`config.mk`:
```
export PLATFORM = sky130hd
export DESIGN_NAME = pf_region_ctrl
export DESIGN_NICKNAME = d
export VERILOG_FILES = /design/src/rtl/pf_region_ctrl.sv
export SDC_FILE = /design/constraint.sdc
export NUM_CORES = 1
export LEC_CHECK = 0
export ABC_AREA = 1
export BUFFER_PORTS_ARGS = -buffer_cell sky130_fd_sc_hd__buf_4
export CORE_ASPECT_RATIO = 2
export CORE_MARGIN = 2
export CORE_UTILIZATION = 44
export CTS_CLUSTER_DIAMETER = 40
export DETAILED_ROUTE_END_ITERATION = 6
export HOLD_SLACK_MARGIN = 0.03
export SLEW_MARGIN = 30
export SYNTH_ARGS = -nofsm -noshare
export SYNTH_HDL_FRONTEND = slang
export SYNTH_SLANG_ARGS = --single-unit
```
`constraint.sdc`:
```
create_clock -name clk -period 5.7 [get_ports clk]
set_input_delay 0.285 -clock clk [delete_from_list [all_inputs] [get_ports clk]]
set_output_delay 0.285 -clock clk [all_outputs]
set_load 0.02 [all_outputs]
```
`src/rtl/pf_region_ctrl.sv`:
```
// pf_region_ctrl
// Splits one software-programmed prefetch region (byte address + byte length)
// into line-aligned prefetch commands of at most MAX_LINES 16-byte lines.
// The commands go out over a req/ack handshake. The controller then waits
// for the prefetcher's completion pulse before it reports the region as done.
//
// Optional feature: define PF_REGION_PERF_EN to add the performance counters
// perf_cycles_o and perf_cmds_o.
//
// Ports:
//   clk, rst        clock, synchronous active-high reset
//   start_i         one-cycle pulse; latch addr_i/len_i and begin (IDLE only)
//   addr_i, len_i   region start byte address and byte length (0 = empty)
//   abort_i         stop issuing new commands
//   busy_o          high whenever the FSM is not in IDLE
//   done_o          one-cycle completion pulse
//   pf_req_o        command valid
//   pf_addr_o       line-aligned command address
//   pf_size_o       lines in command minus 1
//   pf_ack_i        command accepted by the prefetcher
//   pf_done_i       prefetcher completion pulse
//   perf_cycles_o   (PF_REGION_PERF_EN) cycles spent busy, saturating
//   perf_cmds_o     (PF_REGION_PERF_EN) acked commands, saturating
module pf_region_ctrl #(
  parameter int MAX_LINES = 256
) (
  input  logic        clk,
  input  logic        rst,
  input  logic        start_i,
  input  logic [31:0] addr_i,
  input  logic [19:0] len_i,
  input  logic        abort_i,
  output logic        busy_o,
  output logic        done_o,
  output logic        pf_req_o,
  output logic [31:0] pf_addr_o,
  output logic [7:0]  pf_size_o,
  input  logic        pf_ack_i,
  input  logic        pf_done_i
`ifdef PF_REGION_PERF_EN
  ,
  output logic [31:0] perf_cycles_o,
  output logic [15:0] perf_cmds_o
`endif
);

  typedef enum logic [1:0] {
    IDLE      = 2'd0,
    SETUP     = 2'd1,
    ISSUE     = 2'd2,
    WAIT_DONE = 2'd3
  } state_t;

  localparam logic [16:0] MAX_CHUNK = 17'(MAX_LINES);

  state_t      state, nxt_state;
  logic [31:0] cur_addr, nxt_addr;
  logic [16:0] remaining, nxt_remaining;
  logic        issued, nxt_issued;
  logic        done_r, nxt_done;

  logic [16:0] chunk;
  logic [16:0] chunk_m1;
  logic [16:0] lines_calc;

  // Line count is last line index minus first line index plus one. The end
  // address is formed in 33 bits so a region that runs past 2^32 still counts
  // correctly. Only the low 17 bits of the difference are meaningful.
  assign lines_calc = (len_i == 20'd0) ? 17'd0 :
                      17'(({1'b0, addr_i} + {13'd0, len_i} - 33'd1) >> 4)
                      - 17'(addr_i >> 4) + 17'd1;

  assign chunk    = (remaining > MAX_CHUNK) ? MAX_CHUNK : remaining;
  assign chunk_m1 = chunk - 17'd1;

  // State and datapath registers. Reset drops any region in flight silently.
  always_ff @(posedge clk) begin
    if (rst) begin
      state     <= IDLE;
      cur_addr  <= 32'd0;
      remaining <= 17'd0;
      issued    <= 1'b0;
      done_r    <= 1'b0;
    end else begin
      state     <= nxt_state;
      cur_addr  <= nxt_addr;
      remaining <= nxt_remaining;
      issued    <= nxt_issued;
      done_r    <= nxt_done;
    end
  end

  // Next-state logic. In ISSUE an ack always completes the presented command
  // before an abort is honoured. The command registers only change on an ack,
  // so req/addr/size hold stable while the prefetcher stalls.
  always_comb begin
    nxt_state     = state;
    nxt_addr      = cur_addr;
    nxt_remaining = remaining;
    nxt_issued    = issued;
    nxt_done      = 1'b0;
    unique case (state)
      IDLE: begin
        if (start_i) begin
          nxt_addr      = {addr_i[31:4], 4'b0000};
          nxt_remaining = lines_calc;
          nxt_issued    = 1'b0;
          nxt_state     = SETUP;
        end
      end
      SETUP: begin
        nxt_state = (remaining == 17'd0) ? IDLE : ISSUE;
      end
      ISSUE: begin
        if (pf_ack_i) begin
          nxt_addr      = cur_addr + {11'd0, chunk, 4'b0000};
          nxt_remaining = remaining - chunk;
          nxt_issued    = 1'b1;
          if ((remaining == chunk) || abort_i) begin
            nxt_state = WAIT_DONE;
          end
        end else if (abort_i) begin
          if (issued) begin
            nxt_state = WAIT_DONE;
          end else begin
            nxt_state = IDLE;
            nxt_done  = 1'b1;
          end
        end
      end
      WAIT_DONE: begin
        // Any pf_done_i seen here is strictly after the final ack, because
        // that ack was taken while still in ISSUE.
        if (pf_done_i) begin
          nxt_state = IDLE;
          nxt_done  = 1'b1;
        end
      end
      default: nxt_state = IDLE;
    endcase
  end

  // An empty region completes directly from SETUP, so its done pulse is
  // decoded from state. The other completions come from the registered
  // pulse, which lines up with the return to IDLE.
  always_comb begin
    busy_o    = (state != IDLE);
    done_o    = done_r | ((state == SETUP) && (remaining == 17'd0));
    pf_req_o  = (state == ISSUE);
    pf_addr_o = (state == ISSUE) ? cur_addr : 32'd0;
    pf_size_o = (state == ISSUE) ? chunk_m1[7:0] : 8'd0;
  end

`ifdef PF_REGION_PERF_EN
  // Saturating counters. They clear when a new region is accepted and hold
  // their values after completion so software can read them afterwards.
  always_ff @(posedge clk) begin
    if (rst) begin
      perf_cycles_o <= 32'd0;
      perf_cmds_o   <= 16'd0;
    end else if ((state == IDLE) && start_i) begin
      perf_cycles_o <= 32'd0;
      perf_cmds_o   <= 16'd0;
    end else begin
      if (busy_o && (perf_cycles_o != 32'hFFFF_FFFF)) begin
        perf_cycles_o <= perf_cycles_o + 32'd1;
      end
      if ((state == ISSUE) && pf_ack_i && (perf_cmds_o != 16'hFFFF)) begin
        perf_cmds_o <= perf_cmds_o + 16'd1;
      end
    end
  end
`endif

endmodule
```
==> impl_metrics.env, run 1 <==
export IMPL_status="finished clean"
export IMPL_place_congestion=0.900
export IMPL_fin_crit_sh_pct=68.8
export IMPL_whs_ns=0.244
export IMPL_ant_nets=0
export IMPL_pwr_density_cell_mw_per_mm2=385
export IMPL_synth_edf_count=0
export IMPL_vdd_ir_drop_max_v=0.000157
export IMPL_io_buffers=96
export IMPL_path_clk_slew_ns=0.08
export IMPL_setup_viol=0
export IMPL_grt_ovfl_total=0
export IMPL_synth_top_area_share_pct=16.4
export IMPL_multi_input_area_mm2=0.00477
export IMPL_cpMostUsedCell="nand2_1"
export IMPL_synth_top_cell_by_area="ha_1"
export IMPL_grt_busiest_layer="met2"
export IMPL_start_kind="input port"
export IMPL_synthDistinctLibCells=53
export IMPL_htreeDepth=2
export IMPL_max_slew_worst_pin_slew_ns=0.754
export IMPL_endpoint_kind="flip-flop"
export IMPL_cts_tree="yes"
export IMPL_grt_use_met1_pct=22.7
export IMPL_start_util_pct=44.8
export IMPL_p_int_mw=1.39
export IMPL_clock_power_share_pct=12.1
export IMPL_ys_top_cells_by_count="nand2_1, inv_1, nor2_1"
export IMPL_worst_path_max_delay_cell="ha_1"
export IMPL_dp_hpwl_um=16400
export IMPL_die_area_mm2=0.0162
export IMPL_hold_path_class="input port to flip-flop"
export IMPL_cp_slowest_stage_delay_ns=0.37
export IMPL_drc=0
export IMPL_clock_skew_ns=0.00904
export IMPL_clock_latency_ns=0.31
export IMPL_die_height_um=178
export IMPL_synthTopCellsByArea="ha_1, dfxtp_1, nand2_1"
export IMPL_rows=63
export IMPL_yosysWarnings=0
export IMPL_core_area_mm2=0.0148
export IMPL_ys_flop_type="dfxtp_1"
export IMPL_path_buf_inv=4
export IMPL_grtUsageTotal_pct=25.1
export IMPL_area_delta_synth_final_pct=16.0
export IMPL_synth_cells=1092
export IMPL_finalHoldViolCount=0
export IMPL_maxCapViolCount=0
export IMPL_cp_max_fo=5
export IMPL_maxSlewHeadroom_pct=49.8
export IMPL_ys_seq_elements=49
export IMPL_switching_share_pct=53.1
export IMPL_use_met3_pct=2.00
export IMPL_first_pass_iters=6
export IMPL_async_reset_ff_share_pct=0
export IMPL_switchingPower_mw=1.57
export IMPL_seqCellArea_um2=981
export IMPL_grt_pass1_vias=6997
export IMPL_ios=101
export IMPL_crit_arrival_ns=4.14
export IMPL_cts_root_buf="clkbuf_16"
export IMPL_cts_path_max_buffers=2
export IMPL_avgSynthCellArea_um2=6.08
export IMPL_grt_max_degree=69
export IMPL_final_setup_tns_ns=0
export IMPL_route_vias_total=7139
export IMPL_antenna_found_initial=0
export IMPL_num_fill_cells=1689
export IMPL_clock_sinks=49
export IMPL_grt_first_pass_wirelength_um=32300
export IMPL_yosysSeqAreaShare_pct=14.8
export IMPL_drive_gt1_share_pct=12.0
export IMPL_p_seq_share_pct=18.8
export IMPL_die_w_um=90.9
export IMPL_max_freq_mhz=255
export IMPL_rsz0062_at_grt="no"
export IMPL_path_class="input port to flip-flop"
export IMPL_fin_util_pct=52.0
export IMPL_post_cts_buffers=0
export IMPL_ctsResizeCount=0
export IMPL_fin_crit_ns=3.92
export IMPL_final_nets=1328
export IMPL_routedWlPerCell_um=14.6
export IMPL_leakage_nw=4.21
export IMPL_syn_cell_area_mm2=0.00664
export IMPL_wl_um=20100
export IMPL_synth_most_common_cell="nand2_1"
export IMPL_cts_inserted_buffers=5
export IMPL_drv_slew=0
export IMPL_avgViaCountPerCell=5.18
export IMPL_critPathTopFamily="compound AO/OA/AOI/OAI gates"
export IMPL_insertedDiodeCount=0
export IMPL_comb_power_share_pct=69.1
export IMPL_holdBufCountCts=0
export IMPL_cp_required_ns=5.91
export IMPL_drt_initial_drc_count=221
export IMPL_grt_util_met2_pct=52.9
## registers in the layout, indices dropped and copies added, names as in the netlist
name and flops:
cur_addr 28, remaining 17, state 2, done_r 1, issued 1
## power by group through the flow
stage	clock (mW)	sequential [mW]	combinational (mW)
after global placement	0	0.563	2.02
after floorplan	0	0.532	1.55
after detailed placement	0	0.563	2.03
after global routing	0.377	0.572	2.31
after CTS	0.370	0.556	2.05
final	0.358	0.557	2.05
## layout make-up
class | instances | share of cell area, %
multi-input combinational | 815 | 61.9
sequential | 49 | 12.7
inverter | 210 | 10.2
timing repair buffer | 100 | 9.75
tap | 195 | 3.17
clock buffer | 6 | 1.67
clock inverter | 2 | 0.504
## layer usage
metal,wire length [um],vias to the layer above
met5,0,-
met4,1100,0
met3,528,51
met2,11500,159
met1,7030,3229
li1,-,3700
## logic make-up after synthesis
group	count (synthesis)	synth area share [%]
buffers and inverters	239	14.0
XOR/XNOR	35	4.61
flip-flops	49	14.8
other	2	0.113
AO/OA/AOI/OAI	216	18.3
adder cells (fa/ha/maj)	89	17.0
AND/OR/NAND/NOR	462	31.2
## through the flow
step	total power, mW	setup slack, ns	cells	area [um^2]
floorplan	2.09	2.08	1103	6680
global placement	2.59	1.43	1369	7530
detailed placement	2.60	1.44	1369	7530
CTS	2.97	1.77	1377	7700
global route	3.26	1.33	1377	7700
finish	2.96	1.78	1377	7700
## cells in the final DEF, fill, tap and decap left out, types with 3 or more instances in the layout
master / count
ha_1: 87
o21ai_0: 75
xnor2_1: 13
a21oi_1: 86
nand2_2: 4
nor4_1: 3
a31oi_1: 18
nand2_1: 218
nand4_1: 18
or2_2: 5
o21bai_1: 7
o21ai_2: 3
nor3_1: 15
nor2_1: 109
dfxtp_1: 49
clkbuf_16: 5
xor2_1: 22
buf_4: 100
nand3_1: 65
a21o_1: 6
nor2_2: 5
conb_1: 13
inv_2: 3
inv_1: 206
nand3b_1: 5
o21ai_1: 3
## path summary, 6_finish.rpt
kind,startpoint,to,slack (ns),cells past startpoint
max reg2reg,remaining[1],cur_addr[21],2.25,18
min,rst,issued,0.24,2
max,addr_i[4],remaining[16],1.78,25
min reg2reg,issued,issued,0.47,2
Power figures use the tool's default switching activity.
==> run 2: changes to the inputs <==
Clock period 5.7 ns to 4 ns, I/O delays scaled along.
==> impl_metrics.env, run 2 (synthesis gave the netlist of run 1 again) <==
export IMPL_status="finished clean"
export IMPL_die_area_mm2=0.0162
export IMPL_cts_root_buf="clkbuf_16"
export IMPL_io_buffers=96
export IMPL_maxSlewHeadroom_pct=38.2
export IMPL_grtUsageTotal_pct=25.1
export IMPL_endpoint_kind="flip-flop"
export IMPL_die_height_um=178
export IMPL_fin_crit_ns=3.57
export IMPL_cts_path_max_buffers=2
export IMPL_switching_share_pct=52.6
export IMPL_avgViaCountPerCell=5.15
export IMPL_place_congestion=0.913
export IMPL_multi_input_area_mm2=0.00478
export IMPL_hold_path_class="input port to flip-flop"
export IMPL_path_clk_slew_ns=0.07
export IMPL_routedWlPerCell_um=14.5
export IMPL_grt_pass1_vias=6998
export IMPL_setup_viol=0
export IMPL_ios=101
export IMPL_drive_gt1_share_pct=13.5
export IMPL_clock_power_share_pct=10.9
export IMPL_dp_cells=1382
export IMPL_start_util_pct=44.8
export IMPL_maxCapViolCount=0
export IMPL_dp_hpwl_um=16600
export IMPL_drc=0
export IMPL_cp_slowest_stage_delay_ns=0.37
export IMPL_cts_inserted_buffers=5
export IMPL_seqCellArea_um2=981
export IMPL_num_fill_cells=1634
export IMPL_core_area_mm2=0.0148
export IMPL_cpMostUsedCell="ha_1"
export IMPL_wl_um=20200
export IMPL_comb_power_share_pct=70.4
export IMPL_p_seq_share_pct=18.6
export IMPL_grt_ovfl_total=0
export IMPL_first_pass_iters=4
export IMPL_htreeDepth=2
export IMPL_clock_sinks=49
export IMPL_fin_crit_sh_pct=89.4
export IMPL_cp_required_ns=4.23
export IMPL_final_common_cell="nand2_1"
export IMPL_regMostFlops="cur_addr"
export IMPL_max_freq_mhz=280
export IMPL_switchingPower_mw=2.24
export IMPL_vdd_ir_drop_max_v=0.000240
export IMPL_pwr_density_cell_mw_per_mm2=546
export IMPL_p_int_mw=2.02
export IMPL_die_w_um=90.9
export IMPL_worst_path_max_delay_cell="ha_1"
export IMPL_route_vias_total=7157
export IMPL_clock_skew_ns=0.00577
export IMPL_biggestRegsByFlops="cur_addr (28), remaining (17), state (2)"
export IMPL_layout_common_cells="nand2_1, inv_1, buf_4"
export IMPL_start_kind="input port"
export IMPL_leakage_nw=4.28
export IMPL_area_delta_synth_final_pct=17.6
export IMPL_antenna_found_initial=0
export IMPL_grt_first_pass_wirelength_um=32200
export IMPL_ant_nets=0
export IMPL_cts_tree="yes"
export IMPL_finalHoldViolCount=0
export IMPL_fin_cells=1391
export IMPL_dpl_cell_area_mm2=0.00763
export IMPL_drt_initial_drc_count=285
export IMPL_crit_arrival_ns=3.80
export IMPL_path_class="input port to flip-flop"
export IMPL_insertedDiodeCount=0
export IMPL_final_nets=1342
export IMPL_largest_reg_flops=28
export IMPL_cp_max_fo=5
export IMPL_fin_area_mm2=0.00781
export IMPL_max_slew_worst_pin_slew_ns=0.924
export IMPL_crit_chain="buf_4, inv_1, ha_1, inv_1, ha_1, a21o_1, a21boi_0, o21ai_2, a21boi_1, o21ai_0, nand2_1, nand2_1, xor2_1, ha_1, ha_1, nand2_1, nor2_1, nand3_1, nand4_1, buf_4, a21oi_1, o21ai_0, a31oi_1"
export IMPL_drv_slew=0
export IMPL_grt_max_degree=50
export IMPL_rows=63
export IMPL_clock_latency_ns=0.30
## run 2: changes by cell type in the layout (fill, tap and decap cells not counted), moves of 2 or more
cell	delta
a21oi_2	+3
buf_4	+14
a21oi_1	-3
clkbuf_8	+2
## run 2: path summary, 6_finish.rpt
kind	from	end	slack, ns	cells past startpoint
worst min register to register	issued	issued	0.48	2
worst min-delay path	rst	cur_addr[20]	0.17	2
worst max register to register	remaining[1]	cur_addr[19]	0.71	18
worst max-delay path	addr_i[4]	remaining[11]	0.43	23
## run 2: routing by layer
layer | GRT usage [%] | up-vias | share of wire, %
met5 | 0 | - | 0
met4 | 12.2 | 0 | 4.4
met3 | 1.83 | 44 | 1.9
met2 | 54.1 | 115 | 58
met1 | 22.4 | 3258 | 36
li1 | - | 3740 | -
## run 2: power by group through the flow
stage               clock network, mW  registers [mW]  logic, mW
floorplan                           0           0.758       2.21
global placement                    0           0.804       2.96
detailed placement                  0           0.802       2.97
CTS                             0.480           0.792       2.98
global route                    0.491           0.816       3.38
finish                          0.466           0.794       3.00
## run 2: area by class of cell
cell class,count,area share (%)
clock buffer,7,1.95
inverter,210,10.1
sequential,49,12.6
timing repair buffer,114,11.0
multi-input combinational,815,61.3
clock inverter,1,0.0641
tap,195,3.12
## run 2: metrics by stage
step,TNS (ns),util [%],worst slack [ns],total power [mW],hold slack [ns]
3_5_place_dp,0,51.5,0.0372,3.77,0.470
6_report,0,52.7,0.426,4.26,0.172
3_3_place_gp,0,51.5,0.111,3.76,0.465
2_1_floorplan,0,-,0.466,2.97,0.361
4_1_cts,0,52.6,0.340,4.26,0.167
5_1_grt,-0.00857,52.7,-0.00857,4.68,0.171
## run 2: timing repair
item,CTS,global route
hold buffers,0,0
setup buffers,0,1
resized for setup,0,5
endpoints found under the setup margin,0,5
## run 2: worst max-delay path, delay by kind of cell
family | cells | cell delay [ns]
XOR/XNOR | 1 | 0.14
AND/OR/NAND/NOR | 6 | 0.62
buffers and inverters | 4 | 0.38
AO/OA/AOI/OAI | 8 | 1.22
adder cells (fa/ha/maj) | 4 | 1.27
==> run 3: changes to the inputs <==
Settings changed: ABC_AREA 1 to unset, PLACE_DENSITY set to 0.65.
==> impl_metrics.env, run 3 <==
export IMPL_cts_path_max_buffers=2
export IMPL_grt_max_degree=60
export IMPL_max_slew_worst_pin_slew_ns=0.742
export IMPL_grtUsageTotal_pct=23.4
export IMPL_crit_arrival_ns=4.17
export IMPL_cts_tree="yes"
export IMPL_yosysSeqAreaShare_pct=16.9
export IMPL_hold_path_class="input port to flip-flop"
export IMPL_synth_cells=791
export IMPL_ys_seq_elements=49
export IMPL_synthTopCellsByArea="ha_1, dfxtp_1, nor2_1"
export IMPL_vdd_ir_drop_max_v=0.000430
export IMPL_cts_root_buf="clkbuf_16"
export IMPL_drv_slew=0
export IMPL_whs_ns=0.173
export IMPL_final_setup_tns_ns=0
export IMPL_io_buffers=96
export IMPL_cp_required_ns=4.17
export IMPL_antenna_found_initial=0
export IMPL_ff2ff_path_depth=16
export IMPL_htreeDepth=2
export IMPL_cts_inserted_buffers=5
export IMPL_insertedDiodeCount=0
export IMPL_maxSlewHeadroom_pct=50.4
export IMPL_synth_top_cell_by_area="ha_1"
export IMPL_path_class="input port to flip-flop"
export IMPL_avgViaCountPerCell=5.59
export IMPL_place_ws_ns=-0.453
export IMPL_status="finished clean"
export IMPL_start_kind="input port"
export IMPL_die_area_mm2=0.0142
export IMPL_synthDistinctLibCells=66
export IMPL_path_clk_slew_ns=0.07
export IMPL_wl_um=17100
export IMPL_drc=0
export IMPL_routedWlPerCell_um=15.2
export IMPL_ys_flop_type="dfxtp_1"
export IMPL_final_common_cell="buf_4"
export IMPL_grt_ovfl_total=0
export IMPL_die_w_um=85.2
export IMPL_ant_nets=0
export IMPL_synth_top_area_share_pct=18.7
export IMPL_syn_cell_area_mm2=0.00581
export IMPL_biggestRegsByFlops="cur_addr (28), remaining (17), state (2)"
export IMPL_regMostFlops="cur_addr"
export IMPL_rr_endpoint="cur_addr[23]"
export IMPL_synth_edf_count=0
export IMPL_final_nets=1119
export IMPL_first_pass_iters=5
export IMPL_clock_sinks=49
export IMPL_ios=101
export IMPL_r2r_start="remaining[13]"
export IMPL_maxCapViolCount=0
export IMPL_dp_hpwl_um=13200
export IMPL_whs_path_depth=3
export IMPL_hold_end="cur_addr[21]"
export IMPL_holdBufCountCts=0
export IMPL_cp_max_fo=2
export IMPL_num_fill_cells=1195
export IMPL_async_reset_ff_share_pct=0
export IMPL_die_height_um=166
export IMPL_area_delta_synth_final_pct=36.6
export IMPL_leakage_nw=3.89
export IMPL_fin_crit_ns=4.00
export IMPL_rows=59
export IMPL_timing_final_ws_setup_ns=0.00186
export IMPL_pwr_density_cell_mw_per_mm2=628
export IMPL_rsz0062_at_grt="yes"
export IMPL_largest_reg_flops=28
export IMPL_avgSynthCellArea_um2=7.34
export IMPL_setup_viol=0
export IMPL_p_total_mw=4.98
export IMPL_place_congestion=0.887
export IMPL_route_vias_total=6293
export IMPL_max_freq_mhz=250
export IMPL_holdCritStartpoint="addr_i[21]"
export IMPL_ys_top_cells_by_count="nor2_1, inv_1, ha_1"
export IMPL_layout_common_cells="buf_4, nor2_1, inv_1"
export IMPL_endpoint_kind="flip-flop"
export IMPL_core_area_mm2=0.0129
export IMPL_clock_latency_ns=0.31
export IMPL_yosysWarnings=0
export IMPL_fin_crit_sh_pct=100
export IMPL_finalHoldViolCount=0
export IMPL_drt_initial_drc_count=263
export IMPL_start_util_pct=45.0
export IMPL_drive_gt1_share_pct=28.5
export IMPL_grt_first_pass_wirelength_um=27500
export IMPL_ff2ff_setup_slack_ns=0.12
export IMPL_clock_skew_ns=0.00733
export IMPL_synth_most_common_cell="nor2_1"
export IMPL_grt_pass1_vias=6229
-- run 3: changes by cell type in the layout (fill, tap and decap cells not counted), sizes merged, moves of 19 or more --
cell,previous run,this run
nand2,226,46
nor2,117,95
o21ai,81,36
a21oi,87,59
xnor2,13,32
and2,1,36
buf,114,198
nand3,68,8
inv,209,89
-- run 3: area by class of cell --
| cell class | instances | area (um^2) | share of cell area (%) |
|---|---|---|---|
| clock buffer | 6 | 129 | 1.62 |
| clock inverter | 2 | 15.0 | 0.189 |
| inverter | 90 | 343 | 4.32 |
| multi-input combinational | 628 | 4750 | 59.9 |
| sequential | 49 | 982 | 12.4 |
| tap | 152 | 190 | 2.40 |
| timing repair buffer | 198 | 1520 | 19.2 |
-- run 3: kinds of logic after synthesis --
kind of cell,after synthesis,synth area share [%]
simple gates,264,22.0
compound gates,210,25.2
buf+inv,125,8.34
fa+ha+maj,89,19.4
flops,49,16.9
xor+xnor,45,6.79
mux,7,1.23
other cells,2,0.129
-- run 3: worst max-delay path by stage --
stage | start | end | cells past startpoint
global placement | len_i[2] | remaining[15] | 24
detailed placement | len_i[2] | remaining[15] | 24
floorplan | addr_i[2] | remaining[15] | 22
global route | len_i[2] | remaining[15] | 24
CTS | len_i[2] | remaining[15] | 23
finish | len_i[2] | remaining[15] | 23
-- run 3: per-layer routing --
layer | vias up | global-route usage (%) | share of wire (%)
met5 | - | 0 | 0
met4 | 0 | 11.7 | 3.6
met3 | 36 | 1.83 | 3.2
met2 | 147 | 46.1 | 56
met1 | 2973 | 23.5 | 37
li1 | 3137 | - | -
-- run 3: worst max-delay path, stage by stage --
cell	delay [ns]
buf_8	0.08
inv_4	0.03
ha_4	0.25
inv_2	0.04
ha_4	0.22
nor3b_4	0.14
o21a_1	0.18
nor2_2	0.09
nor2b_1	0.06
o21ai_1	0.16
nand2b_1	0.12
xor2_1	0.17
ha_1	0.32
fa_2	0.37
a21o_1	0.17
a21o_1	0.19
a2111oi_4	0.43
o31ai_2	0.12
o41ai_2	0.26
o21ai_1	0.12
xor2_1	0.15
a221oi_1	0.24
nor3_1	0.07
-- run 3: through the flow --
stage | cell area (um^2) | std cells | util [%]
global route | 7930 | 1125 | 61.4
CTS | 7590 | 1113 | 58.8
detailed placement | 7340 | 1100 | 56.8
finish | 7930 | 1125 | 61.4
floorplan | 5930 | 802 | -
global placement | 7340 | 1100 | 56.8
-- run 3: timing repair --
action                     4_1_cts  5_1_grt
pin swaps                       12       26
gates cloned                     0        0
hold endpoints to repair         0        0
setup endpoints to repair       10       23
gates resized for setup         17       46
buffers inserted                 5       12
-- run 3: power by group --
group	total (mW)	switching (mW)	leakage, nW	internal, mW
clock	0.442	0.209	0.0631	0.233
sequential	0.805	0.162	0.405	0.643
combinational	3.73	1.92	3.43	1.81
total	4.98	2.29	3.89	2.69
